### src/rtl/ssd_segment_decoder.sv
// Two-digit PmodSSD receive monitor: samples anode/cathode lines,
// debounces each digit position and reports the committed codes.
module ssd_segment_decoder #(
  parameter int SYNC_STAGES  = 2,
  parameter int STABLE_COUNT = 4,
  parameter int TIMEOUT      = 256
) (
  input  logic       fast_clk,
  input  logic       reset,
  input  logic       ssd_anode,
  input  logic [6:0] ssd_seg,
  output logic [3:0] digit_one,
  output logic [3:0] digit_two,
  output logic       one_en,
  output logic       two_en,
  output logic       update,
  output logic       decode_err,
  output logic       link_ok
);

  localparam logic [3:0]  SC  = 4'(STABLE_COUNT);
  localparam logic [15:0] TMO = 16'(TIMEOUT);

  logic [7:0] pin_w;
  logic [7:0] sync_w;

  assign pin_w = {ssd_anode, ssd_seg};

  if (SYNC_STAGES == 0) begin : g_nosync
    assign sync_w = pin_w;
  end else begin : g_sync
    logic [7:0] sync_q [SYNC_STAGES];

    always_ff @(posedge fast_clk or posedge reset) begin
      if (reset) begin
        for (int i = 0; i < SYNC_STAGES; i++)
          sync_q[i] <= '0;
      end else begin
        sync_q[0] <= pin_w;
        for (int i = 1; i < SYNC_STAGES; i++)
          sync_q[i] <= sync_q[i-1];
      end
    end

    assign sync_w = sync_q[SYNC_STAGES-1];
  end

  logic       anode_s_q;
  logic [6:0] seg_s_q;

  always_ff @(posedge fast_clk or posedge reset) begin
    if (reset) begin
      anode_s_q <= 1'b0;
      seg_s_q   <= '0;
    end else begin
      anode_s_q <= sync_w[7];
      seg_s_q   <= sync_w[6:0];
    end
  end

  // Segment order gcbafed; dash maps to the blank code F
  logic       dec_vld;
  logic [3:0] dec_code;

  always_comb begin
    dec_vld  = 1'b1;
    dec_code = 4'hF;
    unique case (seg_s_q)
      7'b0111111: dec_code = 4'h0;
      7'b0110000: dec_code = 4'h1;
      7'b1011011: dec_code = 4'h2;
      7'b1111001: dec_code = 4'h3;
      7'b1110100: dec_code = 4'h4;
      7'b1101101: dec_code = 4'h5;
      7'b1101111: dec_code = 4'h6;
      7'b0111000: dec_code = 4'h7;
      7'b1111111: dec_code = 4'h8;
      7'b1111101: dec_code = 4'h9;
      7'b1111110: dec_code = 4'hA;
      7'b1000000: dec_code = 4'hF;
      default:    dec_vld  = 1'b0;
    endcase
  end

  logic [3:0]  cand_q [2];
  logic [3:0]  cand_d [2];
  logic [3:0]  cnt_q  [2];
  logic [3:0]  cnt_d  [2];
  logic [15:0] tmo_q  [2];
  logic [15:0] tmo_d  [2];
  logic        seen_q [2];
  logic        seen_d [2];
  logic [3:0]  dig_q  [2];
  logic [3:0]  dig_d  [2];
  logic        en_q   [2];
  logic        en_d   [2];
  logic        upd_q, upd_d;
  logic        err_q, err_d;

  always_comb begin
    upd_d = 1'b0;
    err_d = 1'b0;
    for (int p = 0; p < 2; p++) begin
      cand_d[p] = cand_q[p];
      cnt_d[p]  = cnt_q[p];
      tmo_d[p]  = tmo_q[p];
      seen_d[p] = seen_q[p];
      dig_d[p]  = dig_q[p];
      en_d[p]   = en_q[p];
      if (anode_s_q == p[0] && dec_vld) begin
        tmo_d[p]  = '0;
        seen_d[p] = 1'b1;
        if (dec_code == cand_q[p]) begin
          cnt_d[p] = (cnt_q[p] >= SC) ? SC : cnt_q[p] + 4'd1;
        end else begin
          cand_d[p] = dec_code;
          cnt_d[p]  = 4'd1;
        end
        if (cnt_d[p] == SC &&
            (dec_code != dig_q[p] ||
             en_q[p] != (dec_code != 4'hF))) begin
          dig_d[p] = dec_code;
          en_d[p]  = (dec_code != 4'hF);
          upd_d    = 1'b1;
        end
      end else begin
        if (anode_s_q == p[0]) begin
          err_d    = 1'b1;
          cnt_d[p] = '0;
        end
        // Counter parks at TIMEOUT so the expiry acts only once
        if (tmo_q[p] < TMO) begin
          tmo_d[p] = tmo_q[p] + 16'd1;
          if (tmo_d[p] == TMO) begin
            cnt_d[p] = '0;
            dig_d[p] = 4'hF;
            en_d[p]  = 1'b0;
            if (dig_q[p] != 4'hF || en_q[p])
              upd_d = 1'b1;
          end
        end
      end
    end
  end

  always_ff @(posedge fast_clk or posedge reset) begin
    if (reset) begin
      upd_q <= 1'b0;
      err_q <= 1'b0;
      for (int p = 0; p < 2; p++) begin
        cand_q[p] <= '0;
        cnt_q[p]  <= '0;
        tmo_q[p]  <= '0;
        seen_q[p] <= 1'b0;
        dig_q[p]  <= 4'hF;
        en_q[p]   <= 1'b0;
      end
    end else begin
      upd_q <= upd_d;
      err_q <= err_d;
      for (int p = 0; p < 2; p++) begin
        cand_q[p] <= cand_d[p];
        cnt_q[p]  <= cnt_d[p];
        tmo_q[p]  <= tmo_d[p];
        seen_q[p] <= seen_d[p];
        dig_q[p]  <= dig_d[p];
        en_q[p]   <= en_d[p];
      end
    end
  end

  assign digit_one  = dig_q[0];
  assign digit_two  = dig_q[1];
  assign one_en     = en_q[0];
  assign two_en     = en_q[1];
  assign update     = upd_q;
  assign decode_err = err_q;
  assign link_ok    = seen_q[0] && seen_q[1] &&
                      (tmo_q[0] < TMO) && (tmo_q[1] < TMO);

endmodule

### config.mk
export PLATFORM = sky130hd
export DESIGN_NAME = ssd_segment_decoder
export DESIGN_NICKNAME = d
export VERILOG_FILES = /design/src/rtl/ssd_segment_decoder.sv
export SDC_FILE = /design/constraint.sdc
export NUM_CORES = 1
export LEC_CHECK = 0
export BUFFER_PORTS_ARGS = -buffer_cell sky130_fd_sc_hd__buf_4
export CAP_MARGIN = 30
export CORE_AREA = 4 4 100 78
export DETAILED_ROUTE_END_ITERATION = 12
export DIE_AREA = 0 0 104 82
export GPL_ROUTABILITY_DRIVEN = 0
export HOLD_SLACK_MARGIN = 0.05
export PLACE_DENSITY = 0.75
export SYNTH_ARGS = -nofsm -noshare
export SYNTH_HDL_FRONTEND = slang
export SYNTH_SLANG_ARGS = --single-unit
### constraint.sdc
create_clock -name fast_clk -period 5.3 [get_ports fast_clk]
set_input_delay 0.795 -clock fast_clk [delete_from_list [all_inputs] [get_ports fast_clk]]
set_output_delay 0.795 -clock fast_clk [all_outputs]
set_load 0.005 [all_outputs]
; After elaboration in Yosys (flattened, before gate mapping)
; Cells that the tools add are included.
[classes]
n_addsub = 4
n_lt_le_gt_ge = 4
eq_ne = 27
mux = 50
bitwise_logic = 3
reduce_logical = 20
[ops]
columns = cell, count
row1 = two-way mux 4 bit, 22
row2 = two-way mux 16 bit, 4
row3 = == test 7 bit (second input constant), 9
row4 = one-hot mux 4 bit (11 select lines), 1
row5 = adder 16 x 1 -> 16 bit (second input constant), 2
row6 = == test 16 x 9 -> 1 bit (second input constant), 2
row7 = < comparator 16 x 9 -> 1 bit (second input constant), 2
row8 = two-way mux 1 bit, 23
row9 = == test 7 x 6 -> 1 bit (second input constant), 3
row10 = inequality test 4 bit (second input constant), 3
row11 = OR reduction 12 bit, 1
row12 = adder 4 x 1 -> 4 bit (second input constant), 2
row13 = == test 4 x 3 -> 1 bit (second input constant), 2
row14 = == test 4 bit, 2
row15 = >= comparator 4 x 3 -> 1 bit (second input constant), 2
row16 = inequality test 4 bit, 2
row17 = nonzero test 2 bit, 4
row18 = logical AND 1 bit, 7
row19 = AND reduction 3 bit, 2
row20 = logical OR 1 bit, 4
row21 = inequality test 2 x 1 -> 1 bit (second input constant), 2
row22 = AND reduction 2 bit, 2
row23 = NOT 1 bit, 3
row24 = inequality test 1 bit, 2
[word_totals]
regBits = 86
in_bits = 10
out_inout_bits = 13

; Logic depth before layout (Yosys ltp)
[depth]
ltp_word = 13
mapped_depth = 10
mapped_depth_nobuf = 9

; Worst setup path after synthesis
; No wires, ideal clock.
[synth_path]
kind = register -> register
from = register seg_s_q[1]
to = register dig_q, in the netlist digit_two[0]
arrival_ns = 2.663
path_slack_ns = 2.561
path_stages_with_launch = 10
path_buffers = 1
path_cell_list = dfrtp_1 -> or4b_4 -> mux2i_4 -> a31oi_4 -> and2_0 -> clkbuf_4 -> a21oi_4 -> nand3b_1 -> nor4b_4 -> mux2i_1
[synth_via]
elab_chain_len = 9
[synth_lines]
columns = element, line_no
row1 = start: declaration, 49  ; logic [6:0] seg_s_q;
row2 = start signal: assignment, 57  ; seg_s_q <= sync_w[6:0];
row3 = == test 7 bit / == test 7 x 6 -> 1 bit (equally long branches), 68  ; unique case (seg_s_q)
row4 = one-hot mux 4 bit (11 select lines), 68
row5 = == test 4 bit, 113  ; if (dec_code == cand_q[p]) begin
row6 = two-way mux 4 bit, 113
row7 = two-way mux 4 bit, 110  ; if (anode_s_q == p[0] && dec_vld) begin
row8 = == test 4 x 3 -> 1 bit, 119  ; if (cnt_d[p] == SC &&
row9 = logical AND 1 bit, 119
row10 = inequality test 2 x 1 -> 1 bit (no source line), --
row11 = AND reduction 3 bit (no source line), --
row12 = end signal: indexed assignment, 166  ; dig_q[p] <= dig_d[p];
row13 = end: declaration, 93  ; logic [3:0] dig_q [2];
; Parallel ways exist; a longest one is shown, timed or not. The select of a mux whose other input is x is not followed.
; A chain may end at the register's enable or synchronous reset.

; Final worst setup path
[layout_path]
from = register seg_s_q[1]
to = register dig_q, in the netlist digit_two[1]
; Same word-level chain as after synthesis.

==> flow_summary.toml <==
[status]
status = "completed"

[cells_and_area]
final_cell_mix = "dfrtp_1 (78), nor2_1 (50), nand2_1 (31)"
final_common_cell = "dfrtp_1"
nets = 410
drive_gt1_share_pct = 18.8
insertedDiodeCount = 0
fill_cells = 519
final-instance-count-excl-fill = 483
area_growth_pct = 12.0

[synthesis]
syn-cell-area_sq_um = 4030
synth_top_flop_cell = "dfrtp_1"
seq_area_frac_synth_pct = 53.6
asyncSetResetFlopFracSynth_pct = 100
synth_fp_nets = 384
synth_cells = 368
synth.distinct_cells = 61
synth-seq-cells = 86
yosys_warnings = 0
synth_area_per_cell_sq_um = 11.0
synth-edff-count = 0

[route]
routedWlPerCell_microns = 15.3
vias_per_cell = 5.68
ant_nets = 0
drt-initial-drc-count = 190
wl_microns = 7400
route.detailed.drc = 0
via_count = 2744
dr.pass1.iters = 4

[setup_path]
crit_start = "seg_s_q[1]$_DFF_PP0_"
required_ns = 5.60
critPathMaxFanout = 17
slowest_delay_ns = 0.58
path_cells = "or4b_4 > mux2i_4 > a31oi_4 > and2_0 > a21oi_4 > nand3b_1 > nor4b_4 > mux2i_1"
crit_path_top_delay_cell = "or4b_4"
end_kind = "register"
worstSetupPathType = "register to register"
arrival_ns = 3.52
r2r-start = "seg_s_q[1]$_DFF_PP0_"
critPathLaunchType = "register"

[clock_network]
cts.path.max_buffers = 2
cts_setup_buffers = 0
cts-hold-fix-buffers = 0
cts-root-buf = "clkbuf_8"
cts-resized-gates = 0
tritoncts = "yes"
h-tree-depth = 3
clkLatencyLatePin_ns = 0.37
cts_made_buffers = 9
path_clk_slew_ns = 0.09
clock_sinks = 86

[pwr]
powerDensity_nw_per_um2 = 363
p_leak_nw = 2.00
ir_drop_uv = 264

[global_routing]
antenna_found_initial = 0
grt_overflow_total = 0
grt_pass1_vias = 2613
grt_pass1_wl_microns = 12900
grt_max_degree = 81
track_usage_pct = 19.3

[die]
rows = 26
start_util_pct = 59.6
pin_count = 23
dieArea_sq_um = 8530
die_h_microns = 82
core_area_sq_um = 6770
dieWidth_microns = 104

[place]
dp_cells = 466
dpl.hpwl_microns = 5010
pre_cts_ws_ns = 2.08
portBuffers = 22

[timing]
totalNegativeSetupSlack_ns = 0
grt_setup_unrepaired = "no"
final-setup-viol-count = 0
slew_headroom_pct = 62.6
skew_ns = 0.0126
min_period_over_period_pct = 60.9
clock.fmax_mhz = 310
hold_viol_final = 0
timing.final.ws_setup_ns = 2.07
slew_violations = 0
post-route-min-period_ns = 3.23
holdWs_ns = 0.288
tightest_slew_ns = 0.556

[flow_run]
maxCapViolCount = 0

[worst_hold_path]
hold_path_class = "input port to async pin"
[layout make-up]
type	instances	area, sq um	area share [%]
Clock buffer	9	124	2.74
Clock inverter	7	103	2.27
Inverter	6	23.8	0.527
Multi-Input combinational cell	264	1770	39.3
Sequential cell	86	2160	47.9
Tap cell	84	105	2.33
Timing Repair Buffer	27	223	4.93
[per-stage QoR]
step                cell area (sq um)  power [mW]  util, %
floorplan                        4030        1.06        -
global placement                 4260        1.11     63.0
detailed placement               4260        1.13     63.0
CTS                              4490        1.65     66.3
global route                     4510        1.74     66.7
finish                           4510        1.64     66.7
[critical path, delay by kind of cell, from the launching register on]
family / cells / cell delay, ns
mux: 2 / 0.44
compound gates: 2 / 0.65
simple gates: 4 / 1.61
flops: 1 / 0.45
[kinds of logic (layout without fill, tap and decap cells)]
logic type	after synthesis	after routing	share of synthesized area, %
flops	86	86	53.6
simple gates	154	154	20.1
mux	19	19	5.18
xor+xnor	27	27	5.87
buf+inv	18	49	2.33
fa+ha+maj	6	6	1.86
compound gates	58	58	11.0
[state kept, by name, summed over array words and instances (netlist names), 2 cells and up]
register,cells
cnt_q,8
g_sync.sync_q,8
tmo_q,32
sync_w,8
digit_two,4
seen_q,2
cand_q,8
digit_one,4
seg_s_q,7
[cells in the mapped netlist, types with 7 or more instances]
cell      instances  area (sq um)
dfstp_2           8           210
a31oi_1           8          50.1
xnor2_1          15           131
nor3_1            8          40.0
o21ai_0          12          60.1
xor2_1           12           105
a21oi_1           9          45.0
mux2i_1          13           130
dfrtp_1          78          1950
nor2_1           50           188
clkbuf_1          7          26.3
nor2b_1          10          62.6
and2_1            9          56.3
nand2_1          31           116
nand3_1           7          35.0
[worst paths after layout]
path / endpoint / slack [ns] / depth (start not counted)
max: digit_two[1]$_DFFE_PP1P_ / 2.07 / 8
min in group fast_clk: anode_s_q$_DFF_PP0_ / 0.35 / 0
max reg2reg: digit_two[1]$_DFFE_PP1P_ / 2.07 / 8
max in group asynchronous: digit_one[3]$_DFFE_PP1P_ / 4.10 / 4
min reg2reg: anode_s_q$_DFF_PP0_ / 0.35 / 0
min: g_sync.sync_q[14]$_DFF_PP0_ / 0.29 / 2
[power by group]
part           internal, mW  leakage [nW]  switching, mW
Clock                 0.271         0.111          0.251
Combinational         0.137         0.835          0.145
Sequential            0.736          1.06         0.0994
[routing by layer]
| metal | routed length [microns] | GRT usage, % |
|---|---|---|
| met1 | 3750 | 28.3 |
| met5 | 0 | 0 |
| met3 | 418 | 6.28 |
| met4 | 50 | 6.37 |
| met2 | 3180 | 27.0 |
(Power assumes the default switching activity.)
